**config.mk**
```make
export PLATFORM = sky130hd
export DESIGN_NAME = pressure_frame_controller_flat
export DESIGN_NICKNAME = d
export VERILOG_FILES = /design/src/rtl/pressure_frame_controller_pkg.sv /design/src/rtl/pressure_frame_controller_if.sv /design/src/rtl/pressure_frame_controller_parity.sv /design/src/rtl/pressure_frame_controller.sv /design/src/flat_wrapper.sv
export SDC_FILE = /design/constraint.sdc
export NUM_CORES = 1
export LEC_CHECK = 0
export ABC_AREA = 1
export BUFFER_PORTS_ARGS = -buffer_cell sky130_fd_sc_hd__buf_2
export CORE_ASPECT_RATIO = 0.7
export CORE_MARGIN = 3
export CORE_UTILIZATION = 43
export CTS_CLUSTER_SIZE = 10
export DETAILED_ROUTE_END_ITERATION = 7
export SYNTH_ARGS = -nofsm -noshare
export SYNTH_HDL_FRONTEND = slang
export SYNTH_SLANG_ARGS = --single-unit
```
**constraint.sdc**
```tcl
create_clock -name clk -period 1.7 [get_ports clk]
set_input_delay 0.34 -clock clk [delete_from_list [all_inputs] [get_ports clk]]
set_output_delay 0.34 -clock clk [all_outputs]
set_load 0.02 [all_outputs]
```
**src/rtl/pressure_frame_controller_pkg.sv**
```systemverilog
// Shared widths, FSM state type and helpers for the pressure frame receiver.
package pressure_frame_controller_pkg;

    localparam int unsigned FRAME_W  = 6;
    localparam int unsigned DATA_W   = 5;
    localparam int unsigned ERRCNT_W = 8;
    localparam int unsigned RETRY_W  = 4;
    localparam int unsigned TIMER_W  = 8;
    localparam int unsigned BITCNT_W = 3;

    typedef enum logic [2:0] {
        S_IDLE,
        S_SHIFT,
        S_CHECK,
        S_RESEND,
        S_HOLD,
        S_FAULT
    } state_t;

    function automatic logic [ERRCNT_W-1:0] sat_inc(input logic [ERRCNT_W-1:0] v);
        return (v == '1) ? v : v + ERRCNT_W'(1);
    endfunction

endpackage

```
**src/rtl/pressure_frame_controller_if.sv**
```systemverilog
// Sensor serial link plus output valid/ready handshake of the frame controller.
interface pressure_frame_controller_if;
    import pressure_frame_controller_pkg::*;

    logic              ser_bit;
    logic              ser_valid;
    logic              resend_req;
    logic [DATA_W-1:0] out_data;
    logic              out_valid;
    logic              out_ready;

    modport master (
        output ser_bit, ser_valid, out_ready,
        input  resend_req, out_data, out_valid
    );

    modport slave (
        input  ser_bit, ser_valid, out_ready,
        output resend_req, out_data, out_valid
    );

endinterface

```
**src/rtl/pressure_frame_controller_parity.sv**
```systemverilog
// 6-bit odd-parity checker: not_error is high when the frame holds an odd number of ones.
module pressure_frame_controller_parity
    import pressure_frame_controller_pkg::*;
(
    input  logic [FRAME_W-1:0] word,
    output logic               not_error
);

    assign not_error = ^word;

endmodule

```
**src/rtl/pressure_frame_controller.sv**
```systemverilog
// Receives serial pressure frames, checks parity, retries on error/timeout and
// hands good values to the consumer over valid/ready.
module pressure_frame_controller
    import pressure_frame_controller_pkg::*;
#(
    parameter int unsigned MAX_RETRY = 3,
    parameter int unsigned TIMEOUT   = 64
) (
    input  logic                  clk,
    input  logic                  rst,
    input  logic                  start,
    pressure_frame_controller_if.slave bus,
    output logic                  busy,
    output logic                  fault,
    output logic [ERRCNT_W-1:0]   err_count
);

    state_t                state_q, state_d;
    logic [FRAME_W-1:0]    shift_q, shift_d;
    logic [BITCNT_W-1:0]   bitcnt_q, bitcnt_d;
    logic [RETRY_W-1:0]    retry_q, retry_d;
    logic [TIMER_W-1:0]    timer_q, timer_d;
    logic [ERRCNT_W-1:0]   errcnt_q, errcnt_d;
    logic [DATA_W-1:0]     out_data_q, out_data_d;
    logic                  out_valid_q, out_valid_d;
    logic                  not_error;
    logic                  take_err;

    pressure_frame_controller_parity u_parity (
        .word      (shift_q),
        .not_error (not_error)
    );

    always_ff @(posedge clk) begin
        if (rst) begin
            state_q     <= S_IDLE;
            shift_q     <= '0;
            bitcnt_q    <= '0;
            retry_q     <= '0;
            timer_q     <= '0;
            errcnt_q    <= '0;
            out_data_q  <= '0;
            out_valid_q <= 1'b0;
        end else begin
            state_q     <= state_d;
            shift_q     <= shift_d;
            bitcnt_q    <= bitcnt_d;
            retry_q     <= retry_d;
            timer_q     <= timer_d;
            errcnt_q    <= errcnt_d;
            out_data_q  <= out_data_d;
            out_valid_q <= out_valid_d;
        end
    end

    always_comb begin
        state_d     = state_q;
        shift_d     = shift_q;
        bitcnt_d    = bitcnt_q;
        retry_d     = retry_q;
        timer_d     = timer_q;
        errcnt_d    = errcnt_q;
        out_data_d  = out_data_q;
        out_valid_d = out_valid_q;
        take_err    = 1'b0;

        unique case (state_q)
            S_IDLE: begin
                if (start) begin
                    state_d  = S_SHIFT;
                    retry_d  = '0;
                    bitcnt_d = '0;
                    timer_d  = '0;
                end
            end
            S_SHIFT: begin
                if (bus.ser_valid) begin
                    shift_d = {shift_q[FRAME_W-2:0], bus.ser_bit};
                    timer_d = '0;
                    if (bitcnt_q == BITCNT_W'(FRAME_W - 1)) begin
                        bitcnt_d = '0;
                        state_d  = S_CHECK;
                    end else begin
                        bitcnt_d = bitcnt_q + BITCNT_W'(1);
                    end
                end else if (timer_q == TIMER_W'(TIMEOUT - 1)) begin
                    take_err = 1'b1;
                end else begin
                    timer_d = timer_q + TIMER_W'(1);
                end
            end
            S_CHECK: begin
                if (not_error) begin
                    state_d     = S_HOLD;
                    out_data_d  = shift_q[FRAME_W-1:1];
                    out_valid_d = 1'b1;
                end else begin
                    take_err = 1'b1;
                end
            end
            S_RESEND: begin
                bitcnt_d = '0;
                timer_d  = '0;
                state_d  = S_SHIFT;
            end
            S_HOLD: begin
                if (bus.out_ready) begin
                    out_valid_d = 1'b0;
                    if (start) begin
                        state_d  = S_SHIFT;
                        retry_d  = '0;
                        bitcnt_d = '0;
                        timer_d  = '0;
                    end else begin
                        state_d = S_IDLE;
                    end
                end
            end
            S_FAULT: begin
                if (start) begin
                    state_d  = S_SHIFT;
                    retry_d  = '0;
                    bitcnt_d = '0;
                    timer_d  = '0;
                end
            end
            default: state_d = S_IDLE;
        endcase

        // Timeout and parity failure share one path so retries count both alike.
        if (take_err) begin
            errcnt_d = sat_inc(errcnt_q);
            if (retry_q == RETRY_W'(MAX_RETRY)) begin
                state_d = S_FAULT;
            end else begin
                retry_d = retry_q + RETRY_W'(1);
                state_d = S_RESEND;
            end
        end
    end

    assign bus.resend_req = (state_q == S_RESEND);
    assign bus.out_data   = out_data_q;
    assign bus.out_valid  = out_valid_q;
    assign busy           = (state_q == S_SHIFT) || (state_q == S_CHECK) ||
                            (state_q == S_RESEND) || (state_q == S_HOLD);
    assign fault          = (state_q == S_FAULT);
    assign err_count      = errcnt_q;

endmodule
```
**src/flat_wrapper.sv**
```systemverilog
// flat-port wrapper written by rule: the top's interface ports become plain ports
module pressure_frame_controller_flat import pressure_frame_controller_pkg::*;
#(
    parameter int unsigned MAX_RETRY = 3,
    parameter int unsigned TIMEOUT   = 64
)
  (clk, rst, start, busy, fault, err_count, bus_ser_bit, bus_ser_valid, bus_out_ready, bus_resend_req, bus_out_data, bus_out_valid);
  pressure_frame_controller_if bus_i ();
  input  logic clk;
  input  logic rst;
  input  logic start;
  output logic busy;
  output logic fault;
  output logic [ERRCNT_W-1:0] err_count;
  input wire logic [$bits(bus_i.ser_bit)-1:0] bus_ser_bit;
  input wire logic [$bits(bus_i.ser_valid)-1:0] bus_ser_valid;
  input wire logic [$bits(bus_i.out_ready)-1:0] bus_out_ready;
  output wire logic [$bits(bus_i.resend_req)-1:0] bus_resend_req;
  output wire logic [$bits(bus_i.out_data)-1:0] bus_out_data;
  output wire logic [$bits(bus_i.out_valid)-1:0] bus_out_valid;
  assign bus_i.ser_bit = bus_ser_bit;
  assign bus_i.ser_valid = bus_ser_valid;
  assign bus_i.out_ready = bus_out_ready;
  assign bus_resend_req = bus_i.resend_req;
  assign bus_out_data = bus_i.out_data;
  assign bus_out_valid = bus_i.out_valid;
  pressure_frame_controller #(.MAX_RETRY(MAX_RETRY), .TIMEOUT(TIMEOUT)) u_core (.clk(clk), .rst(rst), .start(start), .bus(bus_i), .busy(busy), .fault(fault), .err_count(err_count));
endmodule
```
# Word level (Yosys, flattened, before mapping)
# Cells that the tools add are included.
# W data, S select, Z words.
[word_totals]
ff_bits = 38
inputBits = 6
elab_cells = 77
[classes]
bitwise_logic = 1
n_addsub = 4
n_eq_ne = 18
reduce_logical = 15
muxes = 31
[op_table]
columns = ["op", "n"]
rows = [
  ["$mux W3", 11],
  ["$mux W8", 4],
  ["$pmux W8 S4", 1],
  ["$add A8 B1 Y8 const B", 2],
  ["$mux W4", 4],
  ["$pmux W3 S5", 1],
  ["$pmux W3 S4", 1],
  ["$eq A3 B3 Y1 const B", 3],
  ["$ne A3 B1 Y1 const B", 3],
  ["$reduce_and A3 Y1", 3],
  ["$eq A8 B6 Y1 const B", 1],
  ["$eq A8 B8 Y1 const B", 1],
  ["$pmux W4 S2", 1],
  ["$eq A3 B2 Y1 const B", 2],
  ["$mux W1", 6],
  ["$ne A3 B2 Y1 const B", 2],
  ["$reduce_and A2 Y1", 3],
  ["$reduce_xor A6 Y1", 1],
  ["$reduce_and A5 Y1", 1],
  ["$add A4 B1 Y4 const B", 1],
  ["$eq A4 B2 Y1 const B", 1],
  ["$ne A2 B2 Y1 const B", 2],
  ["$pmux W1 S2", 2],
  ["$reduce_bool A4 Y1", 1],
  ["9 further kinds", 11],
]

# Depth between registers and ports, before layout
# Gate-level depths: netlist of the first run.
[depth]
depth_word = 6
ltp_mapped = 12
ltp_nobuf = 12

# Cells and area by module
# A second synthesis of the first run with hierarchy kept.
[unflattened]
cells_unflattened = 299
hier_area_um2 = 2020.7
[by_module_without_submodules]
columns = ["module", "cells_each", "area_each_um2", "instances"]
rows = [
  ["pressure_frame_controller", 274, 1914.3, 1],
  ["pressure_frame_controller_parity", 25, 106.4, 1],
]

# Worst setup path after synthesis of the first run
# No wires, ideal clock.
[synth_path]
kind = "reg-to-reg"
start = "register u_core.timer_q[0]"
end = "register u_core.timer_q[5]"
stages_incl_launch_ff = 11
period_less_slack_ps = 1549
t_arrival_ps = 1427
path_slack_ps = 151
cell_sequence = "dfxtp_1 -> ha_1 -> nand2_1 -> nor2_1 -> nand2_1 -> nor2_2 -> nand3_4 -> buf_6 -> nand2_8 -> o21ai_0 -> nor3b_2"
[synth_via]
elab_chain_cells = 4
elab_cells_between_ends = 7
classes_between = "add/sub (1); eq/ne (2); mux (3); reduce/logical (1)"
[synth_rtl]
columns = ["item", "line_no", "text"]
rows = [
  ["start, declared", "pressure_frame_controller.sv:22", "logic [TIMER_W-1:0] timer_q, timer_d;"],
  ["start signal, assigned", "pressure_frame_controller.sv:49", "timer_q <= timer_d;"],
  ["$add A8 B1 Y8", "pressure_frame_controller.sv:89", "timer_d = timer_q + TIMER_W'(1);"],
  ["$mux W8", "pressure_frame_controller.sv:86", "end else if (timer_q == TIMER_W'(TIMEOUT - 1)) begin"],
  ["$mux W8", "pressure_frame_controller.sv:77", "if (bus.ser_valid) begin"],
  ["$pmux W8 S4", "pressure_frame_controller.sv:67", "unique case (state_q)"],
]
# Parallel ways exist; a longest one is shown, timed or not. The select of a mux whose other input is x is not followed.
# A chain may end at the register's enable or synchronous reset.

# Worst setup path after layout of the first run
[layout_path]
start = "register u_core.state_q[1]"
end = "output port busy"
[layout_via]
elab_chain_cells = 4
elab_cells_between_ends = 7
classes_between = "eq/ne (4); reduce/logical (3)"
[layout_rtl]
columns = ["item", "line_no", "text"]
rows = [
  ["start, declared", "pressure_frame_controller.sv:18", "state_t state_q, state_d;"],
  ["start signal, assigned", "pressure_frame_controller.sv:45", "state_q <= state_d;"],
  ["$eq A3 B1 Y1 or $eq A3 B2 Y1 (tied branches)", "pressure_frame_controller.sv:145", "assign busy = (state_q == S_SHIFT) || (state_q == S_CHECK) ||"],
  ["$logic_or A1 B1 Y1 (2 in a row)", "pressure_frame_controller.sv:145", ""],
  ["$logic_or A1 B1 Y1 *", "pressure_frame_controller.sv:146", "(state_q == S_RESEND) || (state_q == S_HOLD);"],
  ["end, declared", "flat_wrapper.sv:12", "output logic busy;"],
]
# Mark *: on every way between the ends. The rest lies on a longest branch, timed or not.

==> results of run 1 <==
## cell usage after synthesis, types with 4 or more instances
cell / n
a21oi_1: 23
dfxtp_1: 38
inv_1: 34
inv_2: 7
nand2_1: 67
nand3_1: 25
nand4_1: 5
nor2_1: 33
nor2_2: 4
nor3_1: 5
o21ai_0: 12
xor2_1: 7
## where the power goes
group / switching, mW / internal [mW] / leakage, nW
Sequential: 0.126 / 1.03 / 0.310
Combinational: 0.796 / 0.477 / 0.800
Clock: 0.311 / 0.469 / 0.0573
Total: 1.23 / 1.98 / 1.17
## area by class of cell
type | instances | share of cell area (%)
Tap cell | 55 | 2.74
Inverter | 41 | 6.14
Clock buffer | 6 | 3.29
Clock inverter | 1 | 1.20
Sequential cell | 38 | 30.6
Multi-Input combinational cell | 205 | 45.0
Timing Repair Buffer | 42 | 11.1
## how the worst min path moves through the flow
stage	to	slack [ns]
2_1_floorplan	u_core.timer_q[4]	0.44
3_3_place_gp	u_core.bus.out_valid	0.45
3_5_place_dp	u_core.bus.out_valid	0.46
4_1_cts	u_core.shift_q[0]	0.32
5_1_grt	u_core.shift_q[0]	0.33
6_report	u_core.shift_q[0]	0.33
## worst min-delay path, stage by stage
cell,delay [ns]
buf_2,0.07
o21ai_0,0.07
a21oi_1,0.10
## placed cells by master, fill, tap and decap left out
cell	n
clkbuf_8	6
buf_2	23
nand4_1	5
a31oi_1	1
nor3b_2	1
nor3_4	1
xor2_1	7
xnor2_1	3
a21oi_2	1
o21ai_2	1
nor3_1	5
inv_1	34
nor2_1	32
o211a_1	1
nand2_2	4
inv_2	7
nand2_1	63
dfxtp_1	33
dfxtp_2	5
nor2_4	5
buf_12	1
nand2_8	1
buf_6	2
o21ai_0	12
nand2_4	3
buf_4	16
bufinv_16	1
ha_1	2
nor3_2	1
a21oi_1	22
nand3_2	1
nand3_4	2
ha_4	1
nor2_2	3
o21ai_1	3
nand3_1	24
## metrics by stage
step / TNS, ns / power (mW) / util, % / cell area, µm²
after detailed placement: -0.0115 / 2.31 / 50.4 / 2230
after floorplan: 0 / 2.02 / - / 2020
after global placement: 0 / 2.30 / 50.4 / 2230
after CTS: 0 / 3.11 / 53.6 / 2370
after global routing: -0.0161 / 3.46 / 56.6 / 2510
final: 0 / 3.21 / 56.6 / 2510
## metal layers
metal	wire length, µm	global-route usage, %
met4	50	5.17
met1	2410	24.6
met5	0	0
met3	156	3.92
met2	1760	22.0
## cells by family after synthesis
group / after synthesis
AOI/OAI and AO/OA: 41
xor gates and xnor gates: 10
adders and majority gates: 3
buffers and inverters: 47
DFF: 38
and+or+nand+nor: 151
## state kept, by name (all words and copies together), names as in the netlist
signal and cells:
u_core.bitcnt_q 3, u_core.shift_q 6, u_core.bus.out_data 5, u_core.retry_q 4
u_core.state_q 3, u_core.bus.out_valid 1, u_core.err_count 8, u_core.timer_q 8
## timing repair
item / 4_1_cts / 5_1_grt
pin swaps: 2 / 5
gates cloned: 0 / 1
endpoints found under the hold margin: 0 / 0
buffers inserted: 2 / 9
endpoints found under the setup margin: 6 / 28
resized for setup: 4 / 17
==> impl_metrics.py, run 1 <==
metrics = {
    "final_layout": {
        "area_growth_pct": 24.0,
        "fillers": 415,
        "multiInputGateArea_um2": 1130,
        "antenna_cells_inserted": 0,
        "drive_gt1_share_pct": 25.8,
        "final_cells": 388,
        "fin_nets": 342,
        "seq_area_um2": 767,
    },
    "logic_synthesis": {
        "synthAdderAreaFrac_pct": 1.86,
        "yosys.area_share.simple_pct": 35.8,
        "synth_fp_nets": 299,
        "netlist_instances": 290,
        "synth.top_cell.area_share_pct": 37.6,
        "yosys-mux-area-fraction_pct": 0,
        "synth_area_um2": 2020,
        "synth-edff-count": 0,
        "ys_seq_elements": 38,
        "synth_ff_type": "dfxtp_1",
        "synth.area.top_cells": "dfxtp_1 38%, nand2_1 12%, inv_1 6.3%",
        "synth_xor_area_share_pct": 4.33,
        "synth_top_family_by_area": "simple AND/OR/NAND/NOR gates",
        "yosysWarningCount": 0,
        "yosysSeqAreaShare_pct": 37.6,
        "ys_async_sr_fraction_pct": 0,
        "avgSynthCellArea_um2": 6.97,
        "synth-compound-area-share_pct": 10.6,
        "synth_top_area_cell": "dfxtp_1",
        "synth_cell_types": 30,
    },
    "place": {
        "place.gp.congestion": 0.839,
        "post-place-ws_ns": -0.0115,
        "place_inst": 369,
        "dpl.hpwl_um": 3050,
        "io_buffers": 22,
    },
    "floorplanning": {
        "initial_core_util_pct": 45.6,
        "die-width_um": 88.0,
        "design.core.area_um2": 4430,
        "ioPinCount": 23,
        "fp.dieArea_um2": 5570,
        "die_h_um": 63.4,
        "row_count": 20,
    },
    "critical_path": {
        "reg2reg_slack_ns": 0.10,
        "critPathMaxFanout": 5,
        "r2r_end": "u_core.timer_q[5]",
        "timing.rr.start": "u_core.timer_q[0]",
        "cp_cell_sequence": "inv_2, nor3_4, inv_1, nand3_1, buf_2",
        "cp_slowest_stage_delay_ns": 0.38,
        "startpoint": "u_core.state_q[1]",
        "reg2reg_depth": 10,
        "crit_slowest_cell": "dfxtp_1",
        "required_ns": 1.36,
        "crit_path_end": "busy",
        "critPathBufInv": 3,
        "cp-start-kind": "flop",
        "critical_path_arrival_ns": 1.30,
        "critPathKind": "reg2out",
        "crit_cells": 5,
        "critPathCaptureType": "primary output",
        "cp_top_family": "flip-flops",
    },
    "global_route": {
        "grt_pass1_wl_um": 7250,
        "first_global_vias": 1586,
        "grt_overflow": 0,
        "antenna_found_initial": 0,
        "grt_max_degree": 16,
        "track_usage_pct": 16.2,
    },
    "clocking": {
        "cts_tree": "yes",
        "clk_pin_slew_ns": 0.06,
        "clock_latency_ns": 0.29,
        "cts.path.max_buffers": 2,
        "cts_made_buffers": 5,
        "root_buffer": "clkbuf_8",
        "clock_sinks": 38,
        "h-tree-depth": 2,
        "postCtsHoldBufs": 0,
    },
    "drt": {
        "vias": 1840,
        "drt_iter0_drc": 82,
        "route.detailed.drc": 0,
        "viasPerCell": 4.74,
        "ant_nets": 0,
        "firstDrtPassIters": 4,
        "wirelength_um": 4380,
        "detail_route.wl_per_cell_um": 11.3,
    },
    "min_path": {
        "hold_depth": 3,
        "hold_start": "bus_ser_bit",
        "hold_path_class": "in2reg",
    },
    "sta": {
        "hold_viol_final": 0,
        "whs_ns": 0.330,
        "slew_viol_final": 0,
        "final-setup-viol-count": 0,
        "worst_clock_skew_ns": 0.00951,
        "max_freq_mhz": 612,
        "setup_ws_ns": 0.0648,
        "fin_crit_sh_pct": 96.2,
        "min_period_ns": 1.64,
        "max_slew_margin_pct": 70.3,
        "worst_pin_slew_ns": 0.446,
    },
    "power_and_ir_drop": {
        "cellLeakagePower_nw": 1.17,
        "vdd_drop_max_mv": 0.585,
        "powerDensity_nw_per_um2": 1280,
    },
    "status": {
        "status": "finished clean",
    },
    "job": {
        "drv_cap": 0,
    },
}
Power figures use the tool's default switching activity.
==> run 2: changes to the inputs <==
--- a/config.mk
+++ b/config.mk
@@ -12,6 +12,7 @@
 export CORE_UTILIZATION = 43
 export CTS_CLUSTER_SIZE = 10
 export DETAILED_ROUTE_END_ITERATION = 7
+export PLACE_DENSITY = 0.66
 export SYNTH_ARGS = -nofsm -noshare
 export SYNTH_HDL_FRONTEND = slang
 export SYNTH_SLANG_ARGS = --single-unit
==> impl_metrics.py, run 2 (synthesis gave the netlist of run 1 again) <==
metrics = {
    "status": {
        "status": "finished clean",
    },
    "power_and_ir_drop": {
        "cellLeakagePower_nw": 1.12,
        "clkPwrFrac_pct": 21.5,
        "powerDensity_nw_per_um2": 1270,
        "fin_total_pwr_mw": 3.06,
        "p_seq_share_pct": 38.2,
        "p_comb_share_pct": 40.3,
        "p_int_mw": 1.81,
        "p_sw_mw": 1.25,
        "swShare_pct": 40.8,
        "vdd_drop_max_mv": 0.722,
    },
    "floorplanning": {
        "die-width_um": 88.0,
        "ioPinCount": 23,
        "die_h_um": 63.4,
        "design.core.area_um2": 4430,
        "initial_core_util_pct": 45.6,
        "fp.dieArea_um2": 5570,
        "row_count": 20,
    },
    "critical_path": {
        "critPathMaxFanout": 4,
        "required_ns": 1.36,
        "cp_cell_sequence": "inv_4, nand2_1, nor2_2, inv_1, nand3_1, buf_4",
        "critPathKind": "reg2out",
        "crit_slowest_cell": "dfxtp_2",
        "critical_path_arrival_ns": 1.26,
        "reg2reg_depth": 10,
        "reg2reg_slack_ns": 0.12,
        "cp-start-kind": "flop",
        "timing.rr.start": "u_core.timer_q[0]",
        "r2r_end": "u_core.timer_q[7]",
        "cp_slowest_stage_delay_ns": 0.35,
        "critPathCaptureType": "primary output",
    },
    "sta": {
        "min_period_ns": 1.60,
        "hold_viol_final": 0,
        "final-setup-viol-count": 0,
        "worst_clock_skew_ns": 0.00949,
        "slew_viol_final": 0,
        "fin_crit_sh_pct": 94.0,
        "timing.setup.tns_ns": 0,
        "max_freq_mhz": 626,
        "max_slew_margin_pct": 70.7,
        "setup_ws_ns": 0.102,
        "whs_ns": 0.354,
        "worst_pin_slew_ns": 0.439,
    },
    "clocking": {
        "h-tree-depth": 2,
        "clock_latency_ns": 0.29,
        "clk_pin_slew_ns": 0.07,
        "cts_tree": "yes",
        "root_buffer": "clkbuf_8",
        "clock_sinks": 38,
        "cts_made_buffers": 5,
        "cts.path.max_buffers": 2,
    },
    "min_path": {
        "hold_depth": 4,
        "hold_path_class": "in2reg",
        "whs_endpoint": "u_core.timer_q[6]",
        "hold_start": "rst",
    },
    "drt": {
        "detail_route.wl_per_cell_um": 11.4,
        "wirelength_um": 4340,
        "viasPerCell": 4.86,
        "drt_iter0_drc": 74,
        "vias": 1851,
        "route.detailed.drc": 0,
        "firstDrtPassIters": 5,
        "ant_nets": 0,
    },
    "place": {
        "dpl_cell_area_um2": 2240,
        "post-place-ws_ns": -0.0101,
        "place_inst": 370,
        "dpl.hpwl_um": 3160,
        "io_buffers": 22,
        "place.gp.congestion": 0.834,
    },
    "final_layout": {
        "fin_nets": 334,
        "drive_gt1_share_pct": 23.3,
        "final_common_cell": "nand2_1",
        "area_growth_pct": 19.4,
        "fillers": 425,
        "antenna_cells_inserted": 0,
        "post-route-util_pct": 54.5,
        "finish.instance_area_um2": 2410,
        "mostFrequentLayoutCells": "64 x nand2_1, 34 x inv_1, 33 x dfxtp_1",
        "final_cells": 381,
    },
    "job": {
        "drv_cap": 0,
    },
    "global_route": {
        "antenna_found_initial": 0,
        "track_usage_pct": 16.6,
        "grt_max_degree": 16,
        "grt_overflow": 0,
        "grt_pass1_wl_um": 7360,
        "first_global_vias": 1597,
    },
}
==> run 2: cell types whose count changed in the layout (fill, tap and decap cells not counted) <==
cell,delta
buf_4,-6
buf_2,-2
a21oi_1,+1
a21oi_2,-1
buf_6,-1
bufinv_16,-1
clkinv_2,+1
clkinvlp_4,+1
inv_2,-1
inv_4,+1
nand2_1,+1
nand3_1,+1
nand3_4,-1
==> run 2: repair_timing <==
action	in CTS	in global routing
endpoints found under the setup margin	8	31
resized for setup	8	9
gates cloned	0	1
setup buffers	1	1
hold buffers	0	0
pin swaps	4	6
==> run 2: how the worst max path moves through the flow <==
stage	startpoint	endpoint	slack, ns	depth (start not counted)
CTS	u_core.timer_q[0]	u_core.timer_q[5]	0.005	10
global placement	u_core.timer_q[0]	u_core.timer_q[5]	0.06	10
detailed placement	u_core.timer_q[1]	u_core.timer_q[5]	-0.01	10
finish	u_core.state_q[1]	busy	0.10	6
floorplan	u_core.timer_q[0]	u_core.timer_q[5]	0.15	10
global route	u_core.timer_q[0]	u_core.err_count[3]	-0.03	10
==> run 2: final cells by class <==
class	count	area (µm²)	area share, %
multi-input combinational	206	1110	46.2
inverter	41	156	6.48
sequential	38	767	31.8
clock buffer	6	82.6	3.42
tap	55	68.8	2.85
timing repair buffer	33	211	8.76
clock inverter	2	12.5	0.518
==> run 2: routing by layer <==
layer / GRT usage [%] / wire (µm) / vias to the layer above
met2: 22.4 / 1700 / 48
li1: - / - / 997
met1: 25.2 / 2340 / 801
met4: 5.36 / 48 / 0
met3: 4.31 / 258 / 5
met5: 0 / 0 / -
==> run 2: power by group through the flow <==
stage          clock network (mW)  registers (mW)  logic, mW
6_report                    0.659            1.17       1.23
2_1_floorplan                   0            1.19      0.825
4_1_cts                     0.678            1.16       1.18
5_1_grt                     0.724            1.19       1.39
3_3_place_gp                    0            1.16       1.14
3_5_place_dp                    0            1.16       1.16
==> run 2: critical path, delay by kind of cell, from the launching register on <==
kind / cells / cell delay [ns]
simple gates: 3 / 0.32
flops: 1 / 0.35
buf+inv: 3 / 0.30
